## src/rtl/patgen_dma.sv

```systemverilog
// Test-pattern frame writer: emits WIDTH/4*HEIGHT four-word write bursts in raster order.
// Latency: first memreq one cycle after an accepted start; one idle cycle (NEXT) between bursts.
// Backpressure: holds memreq/memaddr until memack and holds memwdata while memready is low.
// Optional feature: define PATGEN_SCROLL_EN for a per-frame horizontal pattern scroll.
module patgen_dma #(
    parameter int WIDTH  = 1280,
    parameter int HEIGHT = 720,
    parameter int BASE   = 0,
    parameter int STRIDE = 2048
) (
    input  logic        clk,
    input  logic        rst,
    input  logic        start,
    input  logic [1:0]  mode,
    input  logic [23:0] colour,
    output logic        busy,
    output logic        done,
    output logic [22:0] memaddr,
    output logic [1:0]  memlen,
    output logic [31:0] memwdata,
    output logic        memreq,
    output logic        memwr,
    input  logic        memack,
    input  logic        memready
);

    typedef enum logic [1:0] {IDLE, REQ, DATA, NEXT} state_t;

    state_t      state, state_nxt;
    logic [15:0] x, y;
    logic [1:0]  w;
    logic [1:0]  mode_q;
    logic [23:0] colour_q;
    logic [7:0]  offset;
    logic        line_end, last_burst;
    logic [15:0] p;
    logic [2:0]  bar;
    logic [23:0] rgb;
    logic [22:0] addr;

    assign line_end   = (x + 16'd4) == 16'(WIDTH);
    assign last_burst = line_end && (y == 16'(HEIGHT - 1));

`ifdef PATGEN_SCROLL_EN
    // Scroll offset advances by one pixel after every completed frame.
    always_ff @(posedge clk) begin
        if (rst)
            offset <= 8'd0;
        else if (done)
            offset <= offset + 8'd1;
    end
`else
    assign offset = 8'd0;
`endif

    // State register.
    always_ff @(posedge clk) begin
        if (rst)
            state <= IDLE;
        else
            state <= state_nxt;
    end

    // Next-state decode; done is the single NEXT cycle that closes the frame.
    always_comb begin
        state_nxt = state;
        done      = 1'b0;
        case (state)
            IDLE: if (start) state_nxt = REQ;
            REQ:  if (memack) state_nxt = DATA;
            DATA: if (memready && (w == 2'd3)) state_nxt = NEXT;
            NEXT: begin
                if (last_burst) begin
                    state_nxt = IDLE;
                    done      = 1'b1;
                end else begin
                    state_nxt = REQ;
                end
            end
            default: state_nxt = IDLE;
        endcase
    end

    // Raster position, word counter and per-frame pattern settings.
    always_ff @(posedge clk) begin
        if (rst) begin
            x        <= 16'd0;
            y        <= 16'd0;
            w        <= 2'd0;
            mode_q   <= 2'd0;
            colour_q <= 24'd0;
        end else begin
            case (state)
                IDLE: if (start) begin
                    mode_q   <= mode;
                    colour_q <= colour;
                    x        <= 16'd0;
                    y        <= 16'd0;
                    w        <= 2'd0;
                end
                // A memready arriving with memack already consumes word 0.
                REQ:  if (memack) w <= memready ? 2'd1 : 2'd0;
                // Counter wraps back to 0 after the fourth word.
                DATA: if (memready) w <= w + 2'd1;
                NEXT: begin
                    if (line_end) begin
                        x <= 16'd0;
                        y <= y + 16'd1;
                    end else begin
                        x <= x + 16'd4;
                    end
                end
                default: ;
            endcase
        end
    end

    assign p    = x + {14'd0, w} + {8'd0, offset};
    assign bar  = 3'(({p, 3'b000}) / 19'(WIDTH));
    assign addr = 23'(BASE) + 23'(y) * 23'(STRIDE) + 23'(x);

    // Pattern generator for the pixel currently offered on memwdata.
    always_comb begin
        rgb = colour_q;
        case (mode_q)
            2'd0:    rgb = colour_q;
            2'd1:    rgb = {{8{bar[2]}}, {8{bar[1]}}, {8{bar[0]}}};
            2'd2:    rgb = {3{p[7:0]}};
            default: rgb = (p[5] ^ y[5]) ? 24'hFFFFFF : 24'h000000;
        endcase
    end

    // Word 0 is already presented in REQ so a memready coincident with memack has valid data.
    assign memwdata = ((state == REQ) || (state == DATA)) ? {8'h00, rgb} : 32'd0;
    assign memreq   = (state == REQ);
    assign memwr    = memreq;
    assign memlen   = 2'd3;
    assign memaddr  = memreq ? addr : 23'd0;
    assign busy     = (state != IDLE) && !done;

endmodule

```

## config.mk

```make
export PLATFORM = sky130hd
export DESIGN_NAME = patgen_dma
export DESIGN_NICKNAME = d
export VERILOG_FILES = /design/src/rtl/patgen_dma.sv
export SDC_FILE = /design/constraint.sdc
export NUM_CORES = 1
export LEC_CHECK = 0
export CAP_MARGIN = 20
export CORE_MARGIN = 2
export CORE_UTILIZATION = 55
export CTS_BUF_LIST = sky130_fd_sc_hd__clkbuf_4 sky130_fd_sc_hd__clkbuf_8
export CTS_CLUSTER_DIAMETER = 80
export CTS_CLUSTER_SIZE = 16
export DETAILED_ROUTE_END_ITERATION = 8
export PLACE_DENSITY_LB_ADDON = 0.2
export SLEW_MARGIN = 20
export SYNTH_ARGS = -nofsm -noshare
export SYNTH_HDL_FRONTEND = slang
export SYNTH_SLANG_ARGS = --single-unit
```

## constraint.sdc

```tcl
create_clock -name clk -period 5.4 [get_ports clk]
set_input_delay 1.62 -clock clk [delete_from_list [all_inputs] [get_ports clk]]
set_output_delay 1.62 -clock clk [all_outputs]
set_load 0.05 [all_outputs]
```

* After elaboration in Yosys (flattened, before gate mapping)
Index checks and enable logic that the tools add are counted.
Cells by class: $add $sub $neg 5, div/mod/pow operators 1, eq/ne operators 13, muxes and demuxes 21, bitwise operators 1, reduce and logical (&&, ||, !) cells 15
Operators with widths (number):
- 24-bit one-hot mux with 3 select lines | 1
- 16-bit one-hot mux with 2 select lines | 2
- 16-bit two-way mux | 3
- 24-bit two-way mux | 2
- 23-bit by 16-bit adder with 23-bit output | 1
- 23-bit two-way mux | 1
- 19-bit by 11-bit divider with 19-bit output, second input constant | 1
- 16-bit by 1-bit adder with 16-bit output, second input constant | 1
- 16-bit by 2-bit adder with 16-bit output | 1
- 16-bit by 3-bit adder with 16-bit output, second input constant | 1
- 16-bit by 10-bit == test with 1-bit output, second input constant | 1
- 16-bit by 11-bit == test with 1-bit output, second input constant | 1
- 2-bit two-way mux | 6
- 2-bit == test, second input constant | 4
- 2-bit inequality test, second input constant | 4
- 2-bit one-hot mux with 4 select lines | 1
- 2-bit one-hot mux with 3 select lines | 1
- 3-bit AND reduction | 2
- 2-bit by 1-bit == test with 1-bit output, second input constant | 2
- 2-bit zero test | 2
- 1-bit two-way mux | 4
- 2-bit AND reduction | 2
- 4-bit AND reduction | 1
- 2-bit nonzero test | 2
- other kinds (7) | 9
Storage, ports and cells: flip-flop bits (word level) 62, input bits 31, output and inout bits 61

* Logic depth before layout (Yosys ltp)
Gate-level depths: netlist of run 1.
depth in word-level cells 7, mapped depth 16, depth with buffers taken out 14

* Worst setup path before layout of run 1
OpenSTA, ideal clock, no wires.
kind register to output, start register x[12], end output port memwdata[0], arrival time 4027 ps, slack -247 ps, stages on the path, launching flop included 15, path buffers 2, path through dfxtp_1 -> buf_2 -> clkbuf_1 -> o21bai_1 -> a221oi_1 -> nor3_1 -> a31oi_1 -> o22ai_1 -> a21o_1 -> a22o_1 -> nor4_2 -> nand2b_2 -> a2111oi_0 -> o41a_1 -> nor2_1
Between the ends: word-level cells in the longest chain between the ends 4
Ends and longest elaborated chain:
- from (decl) | RTL line 30 | logic [15:0] x, y;
- from (signal assigned) | RTL line 110 | x <= x + 16'd4;
- 16-bit by 2-bit adder with 16-bit output | RTL line 118 | assign p = x + {14'd0, w} + {8'd0, offset};
- 19-bit by 11-bit divider with 19-bit output | RTL line 119 | assign bar = 3'(({p, 3'b000}) / 19'(WIDTH));
- 24-bit one-hot mux with 3 select lines | RTL line 125 | case (mode_q)
- 24-bit two-way mux | RTL line 134 | assign memwdata = ((state == REQ) || (state == DATA)) ? {8'h00, rgb} : 32'd0;
- to (decl) | RTL line 20 | output logic [31:0] memwdata,
Every way passes these cells.

* Worst setup path after layout of run 1
start register x[13], end output port memwdata[3]
The elaborated chain is that of the path after synthesis.

==> results of run 1 <==
[final cells by class]
type	count	share of cell area
clock inverters	6	0.0123
clock buffers	10	0.0181
multi-input cells	588	0.563
flip-flops and latches	60	0.168
repair buffers	140	0.209
well taps	108	0.0186
inverters	21	0.0109
[what timing repair did]
item,in CTS,in global routing
gates resized for setup,75,34
buffers inserted,12,15
pin swaps,29,14
endpoints found under the setup margin,24,25
[cells by family (layout without fill, tap and decap cells)]
kind of cell | Yosys count | count (layout) | share of synthesized area
and+or+nand+nor | 316 | 316 | 0.318
AOI/OAI and AO/OA | 203 | 203 | 0.255
buffers and inverters | 81 | 177 | 0.0740
DFF | 60 | 60 | 0.238
xor gates and xnor gates | 28 | 28 | 0.0487
adders and majority gates | 17 | 17 | 0.0437
muxes | 10 | 10 | 0.0201
other | 2 | 14 | 0.00149
[tightest hold or removal path: cells and delay by family (launching register included)]
kind            cells  cell delay (ps)
flops               1              310
simple gates        1               50
compound gates      1               50
[per-stage QoR]
stage               setup TNS [ps]  area, sq um   util
global route                -10760         7250  0.823
floorplan                    -1390         5120      -
detailed placement           -3400         6250  0.710
CTS                          -1620         6950  0.789
global placement              -642         6250  0.710
finish                       -9340         7250  0.823
[Yosys cell counts (5+ instances only)]
cell       instances  share of area
nand2_1           96          0.072
a21oi_1           86          0.085
nor2_1            76          0.057
dfxtp_1           60           0.24
o21ai_0           36          0.036
clkbuf_1          35          0.026
nand3_1           21          0.021
inv_1             20          0.015
nor3_1            19          0.019
xnor2_1           17          0.030
ha_1              16          0.040
nand2b_1          16          0.020
buf_4             15          0.022
nand4_1           15          0.019
nor4_1            11          0.014
xor2_1            11          0.019
and2_1            10          0.012
buf_2             10         0.0099
nor2b_1           10          0.012
mux2i_1            9          0.018
a21o_1             8          0.012
or3_1              6         0.0075
a2bb2oi_1          5         0.0087
and3_1             5         0.0062
o211ai_1           5         0.0075
o21a_1             5         0.0075
[layer usage]
metal	global-route usage	vias to the layer above	part of all wire	wire, microns
li1	-	2743	-	-
met4	0.141	0	0.037	632
met3	0.0450	70	0.079	1370
met5	0	-	0	0
met2	0.548	360	0.48	8360
met1	0.417	2852	0.40	6910
[registers in the layout, summed over array words and instances, names as in the netlist]
name / cells
colour_q: 24
mode_q: 2
state: 2
w: 2
x: 14
y: 16
[how the worst min path moves through the flow]
| stage | start | endpoint |
|---|---|---|
| after floorplan | colour_q[11] | colour_q[11] |
| after global placement | colour_q[23] | colour_q[23] |
| after detailed placement | colour_q[13] | colour_q[13] |
| after CTS | colour_q[13] | colour_q[13] |
| after global routing | colour_q[12] | colour_q[12] |
| final | colour_q[13] | colour_q[13] |
[power by group]
group	switching, mW	internal [mW]	total (mW)
sequential	0.0332	0.486	0.520
combinational	0.752	0.437	1.19
clock	0.191	0.265	0.456
==> flow_metrics.env, run 1 <==
export IMPL_postSynthCellCount=717
export IMPL_r2r_end="y[15]"
export IMPL_crit_arrival_ps=4220
export IMPL_startpoint="x[13]"
export IMPL_timing_worst_setup_path_type="reg -> out"
export IMPL_initial_antenna_violation_count=0
export IMPL_status="complete, but fails checks"
export IMPL_fp_dieH_microns=99.7
export IMPL_cts_root_buf="clkbuf_8"
export IMPL_worst_path_most_repeated_cell="buf_4"
export IMPL_synth_seq_area_share=0.238
export IMPL_area_delta_synth_final_pct=43.9
export IMPL_critical_path_peak_fanout=11
export IMPL_min_period_over_period=1.08
export IMPL_worst_hold_path_type="reg -> reg"
export IMPL_via_count=6025
export IMPL_grt_start_max_net_pins=36
export IMPL_routed_wire_length_per_instance_microns=18.5
export IMPL_worst_r2r_cell_count=15
export IMPL_dp_final_hpwl_microns=11000
export IMPL_drive_gt1_frac=0.234
export IMPL_multi_input_gate_area_sq_um=4080
export IMPL_initial_core_utilization=0.572
export IMPL_detail_route_vias_per_cell=6.46
export IMPL_stdcell_count=933
export IMPL_setup_worst_path_end_class="output pin"
export IMPL_chipWidth_microns=99.7
export IMPL_startpoint_type="flip-flop"
export IMPL_floorplan_core_area_sq_um=8810
export IMPL_antenna_cells_inserted=0
export IMPL_clock_slew_seen_by_the_registers_of_the_worst_setup_and_hold_paths_ps=70
export IMPL_drt_initial_drc_count=633
export IMPL_fin_ws_ps=-439
export IMPL_global_route_overflow_total=0
export IMPL_mostFrequentLayoutCell="nand2_1"
export IMPL_area_of_the_die_sq_um=9940
export IMPL_synth_edff_count=0
export IMPL_path_depth=17
export IMPL_cts_tree="done"
export IMPL_dp_slack_ps=-259
export IMPL_gp_routability_congestion=1.01
export IMPL_ys_async_sr_fraction=0
export IMPL_number_of_different_library_cells_in_the_post_synthesis_netlist=76
export IMPL_grt_pass1_vias=5567
export IMPL_buffer_ports_inserted=79
export IMPL_cap_viol_max_count=0
export IMPL_totalWireLength_microns=17300
export IMPL_syn_area_sq_um=5040
export IMPL_finish_net_count=868
export IMPL_clock_skew_final_ps=10.1
export IMPL_synth_seq_cells=60
export IMPL_place_detailed_instances=890
export IMPL_required_ps=3780
export IMPL_crit_path_max_incr_delay_ps=510
export IMPL_crit_buf_inv=4
export IMPL_drc=0
export IMPL_critical_path_top_delay_family="compound AO/OA/AOI/OAI gates"
export IMPL_power_per_cell_area_nw_per_um2=299
export IMPL_global_route_wire_length_before_repair_microns=26500
export IMPL_cts_inserted_buffers=9
export IMPL_max_slew_worst_pin_slew_ps=914
export IMPL_layout_common_cells="96 x nand2_1, 75 x a21oi_1, 68 x nor2_1, 57 x buf_4, 53 x clkdlybuf4s50_1"
export IMPL_p_total_mw=2.16
export IMPL_power_leakage_nw=2.61
export IMPL_timing_hold_ws_ps=454
export IMPL_synth_avg_cell_area_sq_um=7.03
export IMPL_worst_hold_path_num_cells=2
export IMPL_row_count=34
export IMPL_crit_path_top_delay_cell="o311ai_0"
export IMPL_slew_limit_headroom=0.388
export IMPL_clock_net_sink_count=60
export IMPL_cts_max_path_buffers=2
export IMPL_rsz0062_at_grt="true"
export IMPL_report_final_hold_viol_count=0
export IMPL_synth_top_flop_cell="dfxtp_1"
export IMPL_seq_area_sq_um=1220
export IMPL_minimum_clock_period_ps=5840
export IMPL_clock_insertion_delay_worst_skew_ps=340
export IMPL_violated_checks="negative setup slack"
export IMPL_crit_chain="nand2_1, buf_4, nor2_1, mux2_4, o311ai_0, a32o_2, a211oi_4, a211oi_2, buf_4, o21ai_4, nor4_2, nor4bb_1, a2111oi_1, o41a_1, buf_8, nor2_4, buf_12"
export IMPL_filler_cell_count=562
export IMPL_ir_worst_vdd_v=0.000276
export IMPL_worstSetupEndpoint="memwdata[3]"
export IMPL_setup_violations=24
export IMPL_ctsHoldBuffers=0
export IMPL_timing_final_max_slew_violations=0
export IMPL_drtPass1Iterations=5
export IMPL_globalRouteTotalUtil=0.326
export IMPL_ys_warn_count=0
export IMPL_ant_nets=0
export IMPL_max_freq_mhz=171
export IMPL_h_tree_depth=3
export IMPL_io_pins=92
export IMPL_r2r_startpoint="x[6]"
export IMPL_regToRegSetupSlack_ps=1780
Note: power is estimated with default switching activity, not from simulation.
==> run 2: changes to the inputs <==
--- a/config.mk
+++ b/config.mk
@@ -13,7 +13,6 @@
 export CTS_CLUSTER_SIZE = 16
 export DETAILED_ROUTE_END_ITERATION = 8
 export PLACE_DENSITY_LB_ADDON = 0.2
-export SLEW_MARGIN = 20
 export SYNTH_ARGS = -nofsm -noshare
 export SYNTH_HDL_FRONTEND = slang
 export SYNTH_SLANG_ARGS = --single-unit
==> run 2 against run 1 <==
  * First-iteration DRC count is 6.6% lower
  * Die area stayed put
  * Sequential power hardly changed
  * Power is 0.28% higher
  * Global-route usage stayed put
  * Final area hardly changed
  * Fmax hardly changed
  * Utilization is 0.057 points higher
  * Highest routed layer unchanged
  * Largest power group unchanged
  * Clock skew hardly changed
  * Via count is 0.40% higher
  * Clock power hardly changed
  * The run still ends with negative setup slack left
  * Sequential cell count stayed put
==> flow_metrics.env, run 2 (same netlist as run 1, synthesis figures left out) <==
export IMPL_utilization=0.824
export IMPL_crit_path_max_incr_delay_ps=500
export IMPL_layout_common_cells="96 x nand2_1, 75 x a21oi_1, 68 x nor2_1, 57 x buf_4, 53 x clkdlybuf4s50_1"
export IMPL_floorplan_core_area_sq_um=8810
export IMPL_gr_max_usage_layer="met2"
export IMPL_global_route_wire_length_before_repair_microns=26500
export IMPL_clock_slew_seen_by_the_registers_of_the_worst_setup_and_hold_paths_ps=70
export IMPL_status="complete, but fails checks"
export IMPL_crit_arrival_ps=4220
export IMPL_post_dp_cell_area_sq_um=6250
export IMPL_initial_core_utilization=0.572
export IMPL_power_per_cell_area_nw_per_um2=299
export IMPL_area_of_the_die_sq_um=9940
export IMPL_totalWireLength_microns=17300
export IMPL_drive_gt1_frac=0.235
export IMPL_largestRegisters="colour_q (24), y (16), x (14)"
export IMPL_h_tree_depth=3
export IMPL_globalRouteTotalUtil=0.326
export IMPL_clock_skew_final_ps=10.2
export IMPL_crit_path_top_delay_cell="o311ai_0"
export IMPL_grtUsageMet2=0.548
export IMPL_detail_route_vias_per_cell=6.48
export IMPL_clock_net_sink_count=60
export IMPL_power_leakage_nw=2.61
export IMPL_cts_root_buf="clkbuf_8"
export IMPL_global_route_overflow_total=0
export IMPL_routed_wire_length_per_instance_microns=18.5
export IMPL_crit_chain="nand2_1, buf_4, nor2_1, mux2_4, o311ai_0, a32o_2, a211oi_4, a211oi_2, buf_4, o21ai_4, nor4_2, nor4bb_1, a2111oi_1, o41a_1, buf_8, nor2_4, buf_12"
export IMPL_slew_limit_headroom=0.390
export IMPL_gp_routability_congestion=1.01
export IMPL_required_ps=3780
export IMPL_startpoint_type="flip-flop"
export IMPL_dp_final_hpwl_microns=11000
export IMPL_startpoint="x[13]"
export IMPL_worstSetupEndpoint="memwdata[3]"
export IMPL_worst_path_most_repeated_cell="buf_4"
export IMPL_rsz0062_at_grt="true"
export IMPL_chipWidth_microns=99.7
export IMPL_max_freq_mhz=171
export IMPL_cts_tree="done"
export IMPL_mostFrequentLayoutCell="nand2_1"
export IMPL_groute_layer_met1_usage=0.417
export IMPL_seq_area_sq_um=1220
export IMPL_filler_cell_count=559
export IMPL_ctsHoldBuffers=0
export IMPL_fp_dieH_microns=99.7
export IMPL_antenna_cells_inserted=0
export IMPL_io_pins=92
export IMPL_violated_checks="negative setup slack"
export IMPL_top_register="colour_q"
export IMPL_minimum_clock_period_ps=5840
export IMPL_r2r_startpoint="x[6]"
export IMPL_largest_register_ffs=24
export IMPL_min_period_over_period=1.08
export IMPL_report_final_hold_viol_count=0
export IMPL_max_slew_worst_pin_slew_ps=911
export IMPL_final_sum_of_negative_setup_slack_ps=-9180
export IMPL_timing_final_max_slew_violations=0
export IMPL_drt_initial_drc_count=591
export IMPL_grt_pass1_vias=5567
export IMPL_worst_r2r_cell_count=15
export IMPL_stdcell_area_sq_um=7250
export IMPL_area_delta_synth_final_pct=44.0
export IMPL_cap_viol_max_count=0
export IMPL_setup_violations=24
export IMPL_worst_hold_path_type="reg -> reg"
export IMPL_cts_max_path_buffers=2
export IMPL_via_count=6049
export IMPL_ir_worst_vdd_v=0.000276
export IMPL_r2r_end="y[15]"
export IMPL_ant_nets=0
export IMPL_finish_net_count=869
export IMPL_regToRegSetupSlack_ps=1770
export IMPL_buffer_ports_inserted=79
export IMPL_timing_worst_setup_path_type="reg -> out"
export IMPL_fin_ws_ps=-437
export IMPL_clock_insertion_delay_worst_skew_ps=350
export IMPL_multi_input_gate_area_sq_um=4080
export IMPL_grt_start_max_net_pins=36
export IMPL_dp_slack_ps=-259
export IMPL_critical_path_peak_fanout=11
export IMPL_drtPass1Iterations=7
export IMPL_drc=0
export IMPL_setup_worst_path_end_class="output pin"
export IMPL_row_count=34
export IMPL_cts_inserted_buffers=9
export IMPL_initial_antenna_violation_count=0
export IMPL_global_route_met3_utilization=0.0450
==> run 2: cell count changes in the layout (fill, tap and decap cells not counted) <==
| cell | delta |
|---|---|
| buf_2 | +1 |
| o21ai_0 | +1 |
| o21ai_1 | -1 |
==> run 2: area by class of cell <==
class                   instances  share of cell area
well taps                     108              0.0186
clock buffers                  10              0.0181
multi-input cells             588               0.563
clock inverters                 6              0.0122
inverters                      21              0.0109
repair buffers                141               0.209
flip-flops and latches         60               0.168
==> run 2: repair_timing <==
| action | CTS | global route |
|---|---|---|
| endpoints found under the setup margin | 24 | 25 |
| resized for setup | 75 | 34 |
| buffers inserted | 12 | 15 |
| hold endpoints to repair | 0 | 0 |
| pin swaps | 29 | 14 |
==> run 2: metrics by stage <==
stage / cells / hold WS, ps / total power, mW
CTS: 918 / 454 / 2.15
global placement: 890 / 438 / 1.57
global route: 934 / 476 / 2.26
detailed placement: 890 / 444 / 1.59
floorplan: 729 / 433 / 1.17
finish: 934 / 453 / 2.17
==> run 2: routing by layer <==
metal,part of all wire,up-vias
met2,0.48,376
met5,0,-
met3,0.080,80
met4,0.041,0
li1,-,2744
met1,0.40,2849
==> run 2: critical path: cells and delay by family, from the launching register on <==
family | cells | cell delay [ps]
AO/OA/AOI/OAI | 7 | 1810
buffers and inverters | 4 | 650
flip-flops | 1 | 380
multiplexers | 1 | 320
AND/OR/NAND/NOR | 5 | 700
==> run 2: how the worst min path moves through the flow <==
stage / from / endpoint / slack (ps) / cells past startpoint
floorplan: colour_q[11] / colour_q[11] / 430 / 2
global placement: colour_q[23] / colour_q[23] / 440 / 2
detailed placement: colour_q[13] / colour_q[13] / 440 / 2
CTS: colour_q[13] / colour_q[13] / 450 / 2
global route: colour_q[12] / colour_q[12] / 480 / 2
finish: colour_q[13] / colour_q[13] / 450 / 2
==> run 2: power breakdown <==
part	internal (mW)	switching (mW)
Combinational	0.440	0.754
Sequential	0.486	0.0335
Clock	0.265	0.191
Total	1.19	0.979
==> run 3: changes to the inputs <==
--- a/config.mk
+++ b/config.mk
@@ -6,7 +6,6 @@
 export NUM_CORES = 1
 export LEC_CHECK = 0
 export CAP_MARGIN = 20
-export CORE_MARGIN = 2
 export CORE_UTILIZATION = 55
 export CTS_BUF_LIST = sky130_fd_sc_hd__clkbuf_4 sky130_fd_sc_hd__clkbuf_8
 export CTS_CLUSTER_DIAMETER = 80
==> run 3 against run 2 <==
  * The run ends with design-rule violations, negative setup slack left
  * Highest routed layer unchanged
  * Critical path depth fell by 1
  * Worst hold slack improved by 5.8 ps
  * Largest power group unchanged
  * Via count down 2.5%
  * Sequential power hardly changed
  * Clock power shrank 21%
  * Sequential share of layout area up 0.41 points
  * Final area shrank 2.3%
  * Die area decreased by 4.0%
  * Utilization decreased by 1.9 points
  * Count of clock-buffer cells in the layout rose by 1
  * Wire length down 1.7%
==> flow_metrics.env, run 3 (same netlist as run 1, synthesis figures left out) <==
export IMPL_status="complete, but fails checks"
export IMPL_violated_checks="design-rule violations, negative setup slack"
export IMPL_groute_layer_met1_usage=0.408
export IMPL_top_register="colour_q"
export IMPL_cts_root_buf="clkbuf_8"
export IMPL_rsz0062_at_grt="true"
export IMPL_stdcell_area_sq_um=7090
export IMPL_filler_cell_count=603
export IMPL_floorplan_core_area_sq_um=8810
export IMPL_chipWidth_microns=97.7
export IMPL_startpoint_type="flip-flop"
export IMPL_initial_core_utilization=0.572
export IMPL_power_frac_seq=0.249
export IMPL_ant_nets=0
export IMPL_grt_pass1_vias=5765
export IMPL_minimum_clock_period_ps=5640
export IMPL_drive_gt1_frac=0.226
export IMPL_dp_slack_ps=-187
export IMPL_crit_chain="buf_4, a41oi_2, o221a_2, buf_4, nand2_1, a32o_1, a211oi_2, a211oi_2, o21ai_2, nand3_1, nor4bb_2, a2111oi_2, o41a_1, buf_8, nor2_4, buf_12"
export IMPL_mostFrequentLayoutCell="nand2_1"
export IMPL_max_freq_mhz=177
export IMPL_crit_path_top_delay_cell="dfxtp_4"
export IMPL_grtUsageMet2=0.613
export IMPL_largestRegisters="colour_q (24), y (16), x (14)"
export IMPL_dp_final_hpwl_microns=11500
export IMPL_totalWireLength_microns=17000
export IMPL_area_of_the_die_sq_um=9550
export IMPL_cts_max_path_buffers=2
export IMPL_ir_worst_vdd_v=0.000337
export IMPL_power_frac_clock=0.172
export IMPL_gr_max_usage_layer="met2"
export IMPL_clock_slew_seen_by_the_registers_of_the_worst_setup_and_hold_paths_ps=70
export IMPL_buffer_ports_inserted=79
export IMPL_area_delta_synth_final_pct=40.7
export IMPL_routed_wire_length_per_instance_microns=18.2
export IMPL_crit_buf_inv=4
export IMPL_via_count=5896
export IMPL_global_route_wire_length_before_repair_microns=27200
export IMPL_layout_common_cells="95 x nand2_1, 74 x a21oi_1, 68 x nor2_1, 61 x buf_4"
export IMPL_max_slew_worst_pin_slew_ps=736
export IMPL_worst_hold_path_type="reg -> reg"
export IMPL_int_pwr_mw=1.11
export IMPL_p_total_mw=2.10
export IMPL_cts_tree="done"
export IMPL_crit_arrival_ps=4020
export IMPL_timing_final_max_slew_violations=0
export IMPL_finish_net_count=872
export IMPL_detail_route_vias_per_cell=6.29
export IMPL_io_pins=92
export IMPL_multi_input_gate_area_sq_um=3920
export IMPL_required_ps=3780
export IMPL_power_leakage_nw=2.60
export IMPL_setup_worst_path_end_class="output pin"
export IMPL_global_route_overflow_total=0
export IMPL_slew_limit_headroom=0.508
export IMPL_cap_viol_max_count=0
export IMPL_cts_inserted_buffers=9
export IMPL_drtPass1Iterations=8
export IMPL_clock_skew_final_ps=12.5
export IMPL_report_final_hold_viol_count=0
export IMPL_ctsHoldBuffers=0
export IMPL_power_per_cell_area_nw_per_um2=296
export IMPL_min_period_over_period=1.04
export IMPL_fp_dieH_microns=97.7
export IMPL_global_route_met3_utilization=0.0590
export IMPL_crit_path_max_incr_delay_ps=380
export IMPL_drc=4
export IMPL_timing_worst_setup_path_type="reg -> out"
export IMPL_drt_initial_drc_count=452
export IMPL_globalRouteTotalUtil=0.349
export IMPL_critical_path_top_delay_family="compound AO/OA/AOI/OAI gates"
export IMPL_combPwrFrac=0.579
export IMPL_antenna_cells_inserted=0
export IMPL_seq_area_sq_um=1220
export IMPL_grt_start_max_net_pins=36
export IMPL_clock_insertion_delay_worst_skew_ps=340
export IMPL_netSwitchingFraction=0.470
export IMPL_h_tree_depth=3
export IMPL_critical_path_peak_fanout=10
export IMPL_total_switching_power_uw=987
export IMPL_clock_net_sink_count=60
export IMPL_initial_antenna_violation_count=0
export IMPL_fin_ws_ps=-240
export IMPL_setup_violations=16
export IMPL_gp_routability_congestion=0.849
export IMPL_row_count=34
export IMPL_largest_register_ffs=24
export IMPL_post_dp_cell_area_sq_um=6350
run 3: timing repair:
item                                    4_1_cts  5_1_grt
resized for setup                            72       13
gates cloned                                  0        0
endpoints found under the hold margin         0        0
buffers inserted                             14        2
endpoints found under the setup margin       24       25
pin swaps                                    31        6
run 3: cell type report:
type                    instances  area share
repair buffers                144       0.220
well taps                     108      0.0191
clock buffers                  11      0.0205
flip-flops and latches         60       0.172
clock inverters                 5     0.00388
multi-input cells             588       0.554
inverters                      21      0.0111
run 3: per-layer routing:
layer	part of all wire	up-vias	wire length, microns
li1	-	2750	-
met1	0.39	2831	6710
met2	0.51	257	8690
met3	0.058	58	982
met4	0.037	0	632
met5	0	-	0
run 3: power by group through the flow:
stage / Clock [mW] / Combinational (mW) / Sequential, mW
after detailed placement: 0 / 1.07 / 0.539
final: 0.361 / 1.22 / 0.523
after CTS: 0.363 / 1.16 / 0.529
after global routing: 0.386 / 1.27 / 0.527
after global placement: 0 / 1.05 / 0.536
after floorplan: 0 / 0.655 / 0.518
run 3: tightest hold or removal path, cell delays in order (launching register included):
cell     delay [ps]
dfxtp_1         310
nand2_1          50
a21oi_1          50
run 3: per-stage QoR:
| stage | TNS (ps) | hold slack, ps | util | cells |
|---|---|---|---|---|
| after floorplan | -1390 | 433 | - | 729 |
| after global placement | -393 | 439 | 0.722 | 904 |
| after detailed placement | -2320 | 450 | 0.722 | 904 |
| after CTS | -1470 | 459 | 0.792 | 933 |
| after global routing | -8480 | 474 | 0.805 | 937 |
| final | -3100 | 459 | 0.805 | 937 |
run 3: worst paths after layout:
check	start	endpoint	slack, ps	cells past startpoint
setup reg to reg	x[6]	y[15]	1760	14
hold / removal	colour_q[13]	colour_q[13]	460	2
hold reg to reg	colour_q[13]	colour_q[13]	460	2
setup / recovery	x[13]	memwdata[3]	-240	16
